File: src/rtl/dmem_arbiter.sv
// rtl/dmem_arbiter.sv - CPU/host arbiter for the single-port data memory
//
// Ports:
//   clock, reset           : clock, asynchronous active-low reset
//   cpu_*                  : CPU data port; strict priority, zero added latency
//   host_req/we/addr/wdata : host request; held until host_gnt
//   host_gnt               : pulse in the cycle the host access drives memory
//   host_rvalid/rdata      : registered host read return (grant + 2)
//   host_starve            : sticky "host blocked too long" flag
//   mem_*                  : data-memory macro interface
//
// Build option: DMEM_ARB_STARVE_EN enables the starvation counter and the
// host_starve flag; when undefined host_starve is tied low.
module dmem_arbiter #(
    parameter int AW           = 8,
    parameter int DW           = 16,
    parameter int STARVE_LIMIT = 15
) (
    input  logic          clock,
    input  logic          reset,
    input  logic          cpu_req,
    input  logic          cpu_we,
    input  logic [AW-1:0] cpu_addr,
    input  logic [DW-1:0] cpu_wdata,
    output logic [DW-1:0] cpu_rdata,
    input  logic          host_req,
    input  logic          host_we,
    input  logic [AW-1:0] host_addr,
    input  logic [DW-1:0] host_wdata,
    output logic          host_gnt,
    output logic          host_rvalid,
    output logic [DW-1:0] host_rdata,
    output logic          host_starve,
    output logic          mem_en,
    output logic          mem_we,
    output logic [AW-1:0] mem_addr,
    output logic [DW-1:0] mem_wdata,
    input  logic [DW-1:0] mem_rdata
);

    typedef enum logic [1:0] {
        S_IDLE = 2'd0,
        S_WAIT = 2'd1,
        S_RESP = 2'd2
    } state_t;

    state_t        state_q, state_d;
    logic          rvalid_q;
    logic [DW-1:0] rdata_q;

    // The memory read port is shared; the CPU owns whatever comes back.
    assign cpu_rdata   = mem_rdata;
    assign host_rvalid = rvalid_q;
    assign host_rdata  = rdata_q;

    always_comb begin
        state_d   = state_q;
        mem_en    = 1'b0;
        mem_we    = 1'b0;
        mem_addr  = '0;
        mem_wdata = '0;
        host_gnt  = 1'b0;

        // No memory access at all while reset is asserted.
        if (reset) begin
            if (cpu_req) begin
                mem_en    = 1'b1;
                mem_we    = cpu_we;
                mem_addr  = cpu_addr;
                mem_wdata = cpu_wdata;
            end else if (host_req && (state_q != S_RESP)) begin
                mem_en    = 1'b1;
                mem_we    = host_we;
                mem_addr  = host_addr;
                mem_wdata = host_wdata;
                host_gnt  = 1'b1;
            end
        end

        case (state_q)
            S_IDLE, S_WAIT: begin
                if (host_req) begin
                    if (cpu_req)      state_d = S_WAIT;
                    else if (host_we) state_d = S_IDLE;
                    else              state_d = S_RESP;
                end else begin
                    state_d = S_IDLE;
                end
            end
            S_RESP:  state_d = S_IDLE;
            default: state_d = S_IDLE;
        endcase
    end

    always_ff @(posedge clock or negedge reset) begin
        if (!reset) begin
            state_q  <= S_IDLE;
            rvalid_q <= 1'b0;
            rdata_q  <= '0;
        end else begin
            state_q  <= state_d;
            // mem_rdata in RESP belongs to the host read granted last cycle.
            rvalid_q <= (state_q == S_RESP);
            if (state_q == S_RESP) rdata_q <= mem_rdata;
        end
    end

`ifdef DMEM_ARB_STARVE_EN
    localparam logic [7:0] LIMIT = 8'(STARVE_LIMIT);

    logic [7:0] cnt_q, cnt_d;
    logic       starve_q, starve_d;

    always_comb begin
        cnt_d    = cnt_q;
        starve_d = starve_q;
        if (host_gnt || !host_req) begin
            cnt_d = '0;
        end else if ((state_q == S_WAIT) && (cnt_q != 8'hFF)) begin
            cnt_d = cnt_q + 8'd1;
        end
        // Flag is sticky across a withdrawn request; only a grant clears it.
        if (host_gnt)            starve_d = 1'b0;
        else if (cnt_d >= LIMIT) starve_d = 1'b1;
    end

    always_ff @(posedge clock or negedge reset) begin
        if (!reset) begin
            cnt_q    <= '0;
            starve_q <= 1'b0;
        end else begin
            cnt_q    <= cnt_d;
            starve_q <= starve_d;
        end
    end

    assign host_starve = starve_q;
`else
    assign host_starve = 1'b0;
`endif

endmodule

File: config.mk
export PLATFORM = sky130hd
export DESIGN_NAME = dmem_arbiter
export DESIGN_NICKNAME = d
export VERILOG_FILES = /design/src/rtl/dmem_arbiter.sv
export SDC_FILE = /design/constraint.sdc
export NUM_CORES = 1
export LEC_CHECK = 0
export ABC_AREA = 1
export CORE_MARGIN = 10
export CORE_UTILIZATION = 29
export CTS_CLUSTER_DIAMETER = 80
export DETAILED_ROUTE_END_ITERATION = 10
export PLACE_DENSITY = 0.8
export SLEW_MARGIN = 25
export SYNTH_ARGS = -nofsm -noshare
export SYNTH_HDL_FRONTEND = slang
export SYNTH_SLANG_ARGS = --single-unit
File: constraint.sdc
create_clock -name clock -period 1.3 [get_ports clock]
set_input_delay 0.195 -clock clock [delete_from_list [all_inputs] [get_ports clock]]
set_output_delay 0.195 -clock clock [all_outputs]
set_load 0.05 [all_outputs]
---- After elaboration in Yosys (flattened, before gate mapping) ----
Index checks and enable logic that the tools add are counted.
word-level totals
  ROM bits ................................ 0
  output and inout port bits .............. 61
  latch bits .............................. 0
  bits in registers ....................... 19
  memories kept ........................... 0
  memory bits (writable) .................. 0
cells by class
  div/mod/pow operators ................... 0
  $add $sub $neg .......................... 0
  muxes and demuxes ....................... 18
  bitwise operators ....................... 0
  reduce and logical (&&, ||, !) cells .... 3
  eq/ne operators ......................... 3
  magnitude comparators ................... 0
  multipliers ............................. 0
  shifts and indexed selects .............. 0
operators by type and width
  kind                                                 count
  two-way mux 16 bit                                   3
  two-way mux 8 bit                                    3
  two-way mux 1 bit                                    8
  two-way mux 2 bit                                    4
  equality test 2 x 1 -> 1 bit, second input constant  1
  equality test 2 bit, second input constant           1
  zero test 2 bit                                      1
  inequality test 2 bit, second input constant         1
  OR reduction 2 bit                                   1
  logical AND 1 bit                                    1

---- Longest topological paths before layout ----
  depth after elaboration ................. 5
  depth in mapped cells ................... 6

---- Least setup slack after synthesis ----
No wires, ideal clock.
  path kind ............................... flip-flop to output port
  start point ............................. register state_q[1]
  end point ............................... output mem_we
  slack ................................... -0.257 ns
  cell stages (with the launch flop) ...... 4
  data arrival time ....................... 1.362 ns
  data required time ...................... 1.105 ns
  path through ............................ dfrtp_1 -> nand2_2 -> nand3_1 -> a21oi_1
on the way
  word-level cells in the longest chain between the ends .. 5
RTL lines
  what                    line  source
  start, declared         47    state_t state_q, state_d;
  start signal, assigned  101   state_q <= state_d;
  inequality test 2 bit   71    end else if (host_req && (state_q != S_RESP)) begin
  logical AND 1 bit       71
  two-way mux 1 bit       71
  two-way mux 1 bit       66    if (cpu_req) begin
  two-way mux 1 bit       65    if (reset) begin
  end, declared           35    output logic mem_we,
No other way between the ends.

---- Worst setup path in the final report ----
  start point ............................. register state_q[1]
  end point ............................... output mem_addr[6]
on the way
  word-level cells in the longest chain between the ends .. 5
RTL lines
  what                   line  source
  inequality test 2 bit  71
  logical AND 1 bit      71
  two-way mux 8 bit      71
  two-way mux 8 bit      66
  two-way mux 8 bit      65
  end, declared          36    output logic [AW-1:0] mem_addr,
No other way between the ends.

==> flow_summary.json <==
{
  "outcome": "finished with violations",
  "violations": "negative setup slack",
  "cts_root_buf": "clkbuf_8",
  "io_pins": 131,
  "synthSimpleGateAreaFrac_pct": 43.7,
  "grt_pass1_vias": 1832,
  "avgSynthCellArea_um2": 6.91,
  "dpl.hpwl_um": 5100,
  "endpoint_kind": "output pin",
  "clkTransAtPathRegs_ns": 0.07,
  "drt-wirelength-per-cell_um": 17.2,
  "grt_max_degree": 25,
  "fp.dieH_um": 86.9,
  "syn2layout_area_growth_pct": 160,
  "postCtsHoldBufs": 0,
  "grt_overflow": 0,
  "ant_nets": 0,
  "r2r_slack_ns": 0.12,
  "r2r_end": "host_rdata[9]",
  "setup.worst_path.class": "flip-flop to output pin",
  "crit_fanout": 12,
  "core_um2": 4350,
  "peakVddDrop_mv": 0.893,
  "ys_seq_area_share_pct": 36.6,
  "ys_seq_elements": 19,
  "r2r.worst_path.cells": 5,
  "hold_violations": 0,
  "cts-htree-levels": 1,
  "synthesis.area_um2": 1300,
  "crit_slowest_cell": "dfrtp_1",
  "synth_mux_area_share_pct": 0,
  "antenna_found_initial": 0,
  "syn-num-nets": 258,
  "synth-xor-area-share_pct": 0,
  "rr_startpoint": "state_q[1]",
  "yosys.area.top_type_share_pct": 36.6,
  "max_stage_delay_ns": 0.41,
  "seqPwrFrac_pct": 25.3,
  "numPortBuffers": 129,
  "final_cell_mix": "nand2_1, clkdlybuf4s50_1, buf_12",
  "placed_area_um2": 3250,
  "dieWidth_um": 86.9,
  "fin_crit_sh_pct": 118,
  "ys_types": 16,
  "setup_slack_ns": -0.228,
  "clockBufferDepth": 2,
  "switching_share_pct": 41.1,
  "grt_pass1_wl_um": 9480,
  "arrival_ns": 1.33,
  "p_clk_share_pct": 12.1,
  "crit_start": "state_q[1]",
  "final_common_cell": "nand2_1",
  "critPathLaunchType": "flip-flop",
  "crit_required_ns": 1.11,
  "synth_area_leaders": "dfrtp_1, nand2_1, nand4_1, buf_4, buf_6",
  "drt-pass1-iter-count": 4,
  "yosys_warnings": 0,
  "totalWireLength_um": 6190,
  "clock_latency_ns": 0.25,
  "dr.first_iter.drc_count": 45,
  "die_area_um2": 7560,
  "finalSetupViolCount": 27,
  "p_comb_share_pct": 62.6,
  "yosys.area.top_type": "dfrtp_1",
  "fin_area_um2": 3380,
  "final_max_slew_viol_count": 0,
  "rsz0062_at_grt": "true",
  "drive_gt1_share_pct": 37.0,
  "synthAdderAreaFrac_pct": 0,
  "setup.worst_path.end": "mem_addr[6]",
  "track_usage_pct": 15.5,
  "start_util_pct": 29.8,
  "power.total_uw": 3270,
  "cts_tree": "built",
  "finalCriticalPeriod_ns": 1.53,
  "routabilityCongestion": 0.749,
  "cts_inserted_buffers": 3,
  "nets": 379,
  "postSynthCellCount": 188,
  "crit_chain": "nand2_4 -> buf_12 -> nand4_1 -> nand2_2 -> buf_12",
  "row_count": 24,
  "cp_common_cell": "buf_12",
  "drcViolationCount": 0,
  "skew_ns": 0.00238,
  "drv_cap": 0,
  "p_sw_uw": 1340,
  "hold_path.class": "input pin to async pin",
  "timing.fmax_mhz": 655,
  "power_leakage_uw": 0.00157,
  "cts_sinks": 19,
  "via_per_inst": 4.73,
  "vias": 1703,
  "synth-compound-area-share_pct": 0.771,
  "p_int_uw": 1930,
  "p_per_area_nw_per_um2": 968,
  "synth_top_family_by_area": "simple AND/OR/NAND/NOR gates",
  "diodes": 0
}
## flip-flops by register name (all words and copies together), names as in the netlist
signal / cells
host_rvalid: 1
state_q: 2
host_rdata: 16
## repair_timing
| action | 4_1_cts | 5_1_grt |
|---|---|---|
| pin swaps | 4 | 4 |
| setup endpoints to repair | 27 | 43 |
| gates cloned | 1 | 0 |
| resized for setup | 7 | 7 |
| setup buffers | 3 | 1 |
| endpoints found under the hold margin | 0 | 0 |
## power by group through the flow
stage               logic, µW  registers, µW  clock network, µW
finish                   2050            827                396
global route             2130            842                435
CTS                      2060            828                404
detailed placement       2040            838                  0
global placement         2020            828                  0
floorplan                 545           1160                  0
## worst max-delay path: cells and delay by family, from the launching register on
kind | cells | cell delay, ns
flip-flops | 1 | 0.41
AND/OR/NAND/NOR | 3 | 0.39
buffers and inverters | 2 | 0.28
## cell type report
cell class / count / area, µm²
Tap cell: 52 / 65.1
Fill cell: 280 / 972
Timing Repair Buffer: 145 / 2080
Sequential cell: 19 / 475
Inverter: 6 / 25.0
Clock buffer: 4 / 45.0
Multi-Input combinational cell: 134 / 689
## through the flow
step / setup TNS (ns) / instances / worst slack (ns) / utilization [%] / hold WS, ns
after global routing: -6.78 / 360 / -0.281 / 77.7 / 0.105
after floorplan: -0.0225 / 188 / -0.0225 / - / -0.101
after detailed placement: -9.45 / 352 / -0.387 / 74.6 / 0.477
after CTS: -4.82 / 360 / -0.220 / 76.8 / 0.0613
final: -5.11 / 360 / -0.228 / 77.7 / 0.0680
after global placement: -8.68 / 352 / -0.365 / 74.6 / 0.460
## logic make-up (layout without fill, tap and decap cells)
logic type / count (synthesis) / count (layout)
buffers and inverters: 35 / 155
AND/OR/NAND/NOR: 131 / 131
AO/OA/AOI/OAI: 2 / 2
other: 1 / 1
flip-flops: 19 / 19
## cell usage after synthesis
library cell,n
nor2_4,1
nand4_1,24
nor2_1,1
buf_2,7
buf_6,5
a21oi_1,2
or2_1,1
nand3_1,1
buf_4,17
nand2_1,100
nand2_2,1
inv_2,3
conb_1,1
inv_1,3
nor3_1,2
dfrtp_1,19
## routing by layer
layer | GRT usage [%] | share of wire, % | up-vias
li1 | - | - | 825
met5 | 0 | 0 | -
met1 | 15.7 | 35 | 785
met2 | 26.6 | 50 | 89
met3 | 9.46 | 15 | 4
met4 | 3.09 | 0.82 | 0
## worst min-delay path by stage
stage                         end  cells after the start
finish                 state_q[0]                      2
global route           state_q[0]                      2
CTS                    state_q[0]                      2
detailed placement     state_q[1]                      1
global placement       state_q[1]                      1
floorplan           host_rdata[0]                      0
No activity file was read; power rests on OpenSTA's default activity.
